### config.mk
export PLATFORM = sky130hd
export DESIGN_NAME = ifetch_unit
export DESIGN_NICKNAME = d
export VERILOG_FILES = /design/src/rtl/ifetch_unit.sv
export SDC_FILE = /design/constraint.sdc
export NUM_CORES = 1
export LEC_CHECK = 0
export CORE_MARGIN = 8
export CORE_UTILIZATION = 46
export DETAILED_ROUTE_END_ITERATION = 16
export GPL_TIMING_DRIVEN = 1
export PLACE_DENSITY_LB_ADDON = 0.15
export SLEW_MARGIN = 30
export SYNTH_ARGS = -nofsm -noshare
export SYNTH_HDL_FRONTEND = slang
export SYNTH_SLANG_ARGS = --single-unit
### constraint.sdc
create_clock -name clk -period 7.8 [get_ports clk]
set_input_delay 1.56 -clock clk [delete_from_list [all_inputs] [get_ports clk]]
set_output_delay 1.56 -clock clk [all_outputs]
set_load 0.1 [all_outputs]
### src/rtl/ifetch_unit.sv
// Instruction fetch stage: one outstanding req/gnt/rvalid fetch, results buffered in a small FIFO.
// Define IFETCH_BYPASS_EN to forward a response straight to the consumer when the FIFO is empty.
module ifetch_unit #(
    parameter int unsigned XLEN      = 32,
    parameter int unsigned BUF_DEPTH = 2,
    parameter logic [31:0] NOP_INSTR = 32'h00000013
) (
    input  logic            clk,
    input  logic            rst_n,
    input  logic            pc_valid_i,
    input  logic [XLEN-1:0] pc_i,
    output logic            pc_ready_o,
    input  logic            redirect_i,
    output logic            imem_req_o,
    output logic [XLEN-1:0] imem_addr_o,
    input  logic            imem_gnt_i,
    input  logic            imem_rvalid_i,
    input  logic [31:0]     imem_rdata_i,
    input  logic            imem_err_i,
    output logic            instr_valid_o,
    output logic [31:0]     instr_o,
    output logic [XLEN-1:0] instr_pc_o,
    output logic [1:0]      instr_err_o,
    input  logic            instr_ready_i
);

    localparam int unsigned PW = $clog2(BUF_DEPTH);
    localparam int unsigned CW = PW + 1;

    typedef enum logic [1:0] {StIdle, StReq, StWait} state_e;

    state_e          state_q;
    logic [XLEN-1:0] addr_q;
    logic            req_q;
    logic            drop_q;
    logic [31:0]     buf_instr_q [BUF_DEPTH];
    logic [XLEN-1:0] buf_pc_q    [BUF_DEPTH];
    logic [1:0]      buf_err_q   [BUF_DEPTH];
    logic [PW-1:0]   wr_ptr_q;
    logic [PW-1:0]   rd_ptr_q;
    logic [CW-1:0]   count_q;

    logic            accept;
    logic            misaligned;
    logic            resp;
    logic            bypass;
    logic            push;
    logic            pop;
    logic [31:0]     push_instr;
    logic [XLEN-1:0] push_pc;
    logic [1:0]      push_err;

    always_comb begin
        // A free slot is reserved for the fetch before it is issued, so a push never overflows.
        pc_ready_o = (state_q == StIdle) && (count_q < CW'(BUF_DEPTH));
        accept     = pc_valid_i && pc_ready_o;
        misaligned = (pc_i[1:0] != 2'b00);
        resp       = (state_q == StWait) && imem_rvalid_i && !drop_q && !redirect_i;
`ifdef IFETCH_BYPASS_EN
        bypass     = resp && (count_q == '0) && instr_ready_i;
`else
        bypass     = 1'b0;
`endif
        push       = (accept && misaligned) || (resp && !bypass);
        pop        = (count_q != '0) && instr_ready_i && !redirect_i;
        if (accept && misaligned) begin
            push_instr = NOP_INSTR;
            push_pc    = pc_i;
            push_err   = 2'b01;
        end else begin
            push_instr = imem_err_i ? NOP_INSTR : imem_rdata_i;
            push_pc    = addr_q;
            push_err   = {imem_err_i, 1'b0};
        end
    end

    always_comb begin
        imem_req_o    = req_q;
        imem_addr_o   = addr_q;
        instr_valid_o = (count_q != '0);
        instr_o       = buf_instr_q[rd_ptr_q];
        instr_pc_o    = buf_pc_q[rd_ptr_q];
        instr_err_o   = buf_err_q[rd_ptr_q];
`ifdef IFETCH_BYPASS_EN
        if (bypass) begin
            instr_valid_o = 1'b1;
            instr_o       = push_instr;
            instr_pc_o    = push_pc;
            instr_err_o   = push_err;
        end
`endif
    end

    always_ff @(posedge clk) begin
        if (!rst_n) begin
            state_q  <= StIdle;
            addr_q   <= '0;
            req_q    <= 1'b0;
            drop_q   <= 1'b0;
            wr_ptr_q <= '0;
            rd_ptr_q <= '0;
            count_q  <= '0;
            for (int i = 0; i < BUF_DEPTH; i++) begin
                buf_instr_q[i] <= '0;
                buf_pc_q[i]    <= '0;
                buf_err_q[i]   <= '0;
            end
        end else begin
            unique case (state_q)
                StIdle: begin
                    if (accept && !misaligned) begin
                        addr_q  <= pc_i;
                        req_q   <= 1'b1;
                        state_q <= StReq;
                    end
                end
                StReq: begin
                    // The bus request cannot be retracted; a flush only marks its response stale.
                    if (redirect_i) drop_q <= 1'b1;
                    if (imem_gnt_i) begin
                        req_q   <= 1'b0;
                        state_q <= StWait;
                    end
                end
                StWait: begin
                    if (imem_rvalid_i) begin
                        drop_q  <= 1'b0;
                        state_q <= StIdle;
                    end else if (redirect_i) begin
                        drop_q <= 1'b1;
                    end
                end
                default: state_q <= StIdle;
            endcase

            if (redirect_i) begin
                // A misaligned target accepted with the flush survives it as the only entry.
                rd_ptr_q <= '0;
                wr_ptr_q <= push ? PW'(1) : '0;
                count_q  <= push ? CW'(1) : '0;
                if (push) begin
                    buf_instr_q[0] <= push_instr;
                    buf_pc_q[0]    <= push_pc;
                    buf_err_q[0]   <= push_err;
                end
            end else begin
                if (push) begin
                    buf_instr_q[wr_ptr_q] <= push_instr;
                    buf_pc_q[wr_ptr_q]    <= push_pc;
                    buf_err_q[wr_ptr_q]   <= push_err;
                    wr_ptr_q              <= wr_ptr_q + PW'(1);
                end
                if (pop) rd_ptr_q <= rd_ptr_q + PW'(1);
                if (push && !pop) begin
                    count_q <= count_q + CW'(1);
                end else if (!push && pop) begin
                    count_q <= count_q - CW'(1);
                end
            end
        end
    end

endmodule

==> metrics.txt <==
Hold Path Depth=2; Num Clock Sinks=around 170; Hold Vio Cnt, Final=0; Core Area=0.0165 mm²; Vias=around 5700; Slew Limit Headroom=30.3%; drt first pass iters=5; reported max-cap violation count=0; Setup violations, final=0; CTS H-tree lvls=4; root buf cell=clkbuf_16; final antenna-violating net count=0; fillers=around 1300; Tot GR Track Use=a little under a fifth; syn_nets=about 730; Setup Skew=just under 9 ps; initial drt markers=between 400 and 500; Post-CTS Resized=0; dpl cells=roughly 1000; GP Congestion=0.842; pwr/cell area=just under 300 mW/mm²; Reg clk slew, reported paths=around 60 ps; synthesized area=between 0.007 and 0.008 mm²; first-pass GRT wire length=31.7 mm; Cells after Synth=654; share of layout cells above drive strength 1=14.9%; Synth async-reset ratio=0%; Synth Register Bits=approximately 170; Slew Limit Fails=0; number of hold buffers added after cts=0; initial antenna violation count=0; drt wl/cell=19.3 µm; grt total ovfl=0; dpl ws=2590 ps; Setup WS post-layout=a little over 3000 ps; P_leak=0.00355 µW; num ports=roughly 170; type of origin of the critical path=input pin; Tot Pwr=2990 µW; Critical Path RT=7860 ps; # rows=between 40 and 50; FMAX=212 MHz; final setup TNS=0 ps; postcts setup bufs=0; hold_ws=468 ps; CTS Buffer Depth=2; Area Overhead vs Synth=31.8%; Starting Density=47.0%; number of buffers inserted by port buffering=172; fin cells=slightly above 1000; Seq/Total Area, Yosys=between 60% and 70%; CTS tree=built; actual slew at the worst max-slew pin=between 1000 and 1500 ps; die width=146 µm; Die Area=around 0.021 mm²; FF-to-FF path depth=4; most frequent cells in the layout=169 x clkdlybuf4s50_1, 132 x edfxtp_1, 102 x nand2_1; # DRC=0; unrepaired setup endpoints after global routing=false; n_diodes=0; HPWL after detailed placement=12.9 mm; CP endpoint kind=flip-flop; CP Class=in2reg; largest net degree at the start of global routing=67; fin crit share=60.4%; post-synthesis cell type count=39; post-route minimum period=4710 ps; Vias/cell=5.52; Worst-Skew Late Latency=420 ps; synth warn=0; status=finished clean; Worst VDD drop=0.000180 V; largest fanout on the critical path=between 40 and 50; Top FF cell, synth=edfxtp_1; hold crit path type=reg2reg; vias in the first global route=a little over 6000; clock buffer count from CTS=17; Die H=146 µm; Worst EP arrival=roughly 4800 ps; Post-Route WL=roughly 20 mm; nets=878; most common cell after layout, fill and taps aside=clkdlybuf4s50_1; Post-synth EDFFs=132; Mean Syn Cell Area=11.9 µm²
-- synthesized netlist by cell type (3+ instances only) --
cell type	instances	area, µm²
a21oi_1	11	55.1
dfxtp_1	41	821
mux2_2	66	743
nand3_1	6	30.0
a21boi_0	26	195
nand3b_1	3	22.5
nor2_1	100	375
ha_1	5	62.6
a21boi_1	5	37.5
inv_1	5	18.8
o21ai_0	10	50.1
clkbuf_1	24	90.1
nor2b_1	5	31.3
edfxtp_1	132	3960
a32o_1	32	320
a22oi_1	30	225
buf_2	22	110
nand2_1	104	390
-- metrics by stage --
| stage | util [%] | cell area [µm²] |
|---|---|---|
| 2_1_floorplan | - | 7760 |
| 3_3_place_gp | 58.3 | 9630 |
| 3_5_place_dp | 58.3 | 9630 |
| 4_1_cts | 62.0 | 10200 |
| 5_1_grt | 61.9 | 10200 |
| 6_report | 61.9 | 10200 |
-- cell families after synthesis --
kind of cell	share of synthesized area, %
adders and majority gates	0.806
DFF	61.6
and+or+nand+nor	12.0
muxes	9.83
buffers and inverters	3.06
AOI/OAI and AO/OA	12.5
xor gates and xnor gates	0.113
-- area by class of cell --
class | count | area (µm²) | area share [%]
multi-input combinational | 427 | 2800 | 27.3
sequential | 173 | 4790 | 46.8
tap | 220 | 275 | 2.69
clock inverter | 14 | 180 | 1.76
timing repair buffer | 177 | 1740 | 17.0
inverter | 5 | 18.8 | 0.183
clock buffer | 18 | 429 | 4.19
-- where the power goes --
group / total [µW] / switching, µW / internal [µW]
clock network: 871 / 360 / 511
logic: 990 / 741 / 249
registers: 1130 / 38.4 / 1090
-- worst paths after layout --
check	startpoint	to	slack [ps]
max reg2reg	wr_ptr_q	buf_pc_q[1][22]	4400
min reg2reg	imem_req_o	imem_req_o	470
min	imem_req_o	imem_req_o	470
max	redirect_i	buf_pc_q[1][22]	3090
-- flip-flops by register name (all words and copies together), names as in the netlist, named ones only --
| signal | count |
|---|---|
| buf_instr_q | 64 |
| imem_addr_o | 32 |
| rd_ptr_q | 1 |
| imem_req_o | 1 |
| buf_pc_q | 64 |
| count_q | 2 |
| buf_err_q | 4 |
| wr_ptr_q | 1 |
| state_q | 2 |
| drop_q | 1 |
-- worst max-delay path, stage by stage --
cell and delay (ps):
clkdlybuf4s50_1 530, nor2b_1 540, nand2_2 630, o21ai_4 830
buf_4 640
-- routing by layer --
metal	global-route usage [%]	wire length, µm
met4	6.40	343
met5	0	0
met3	4.85	1320
met1	22.0	8250
met2	32.3	10000
(Power assumes the default switching activity.)
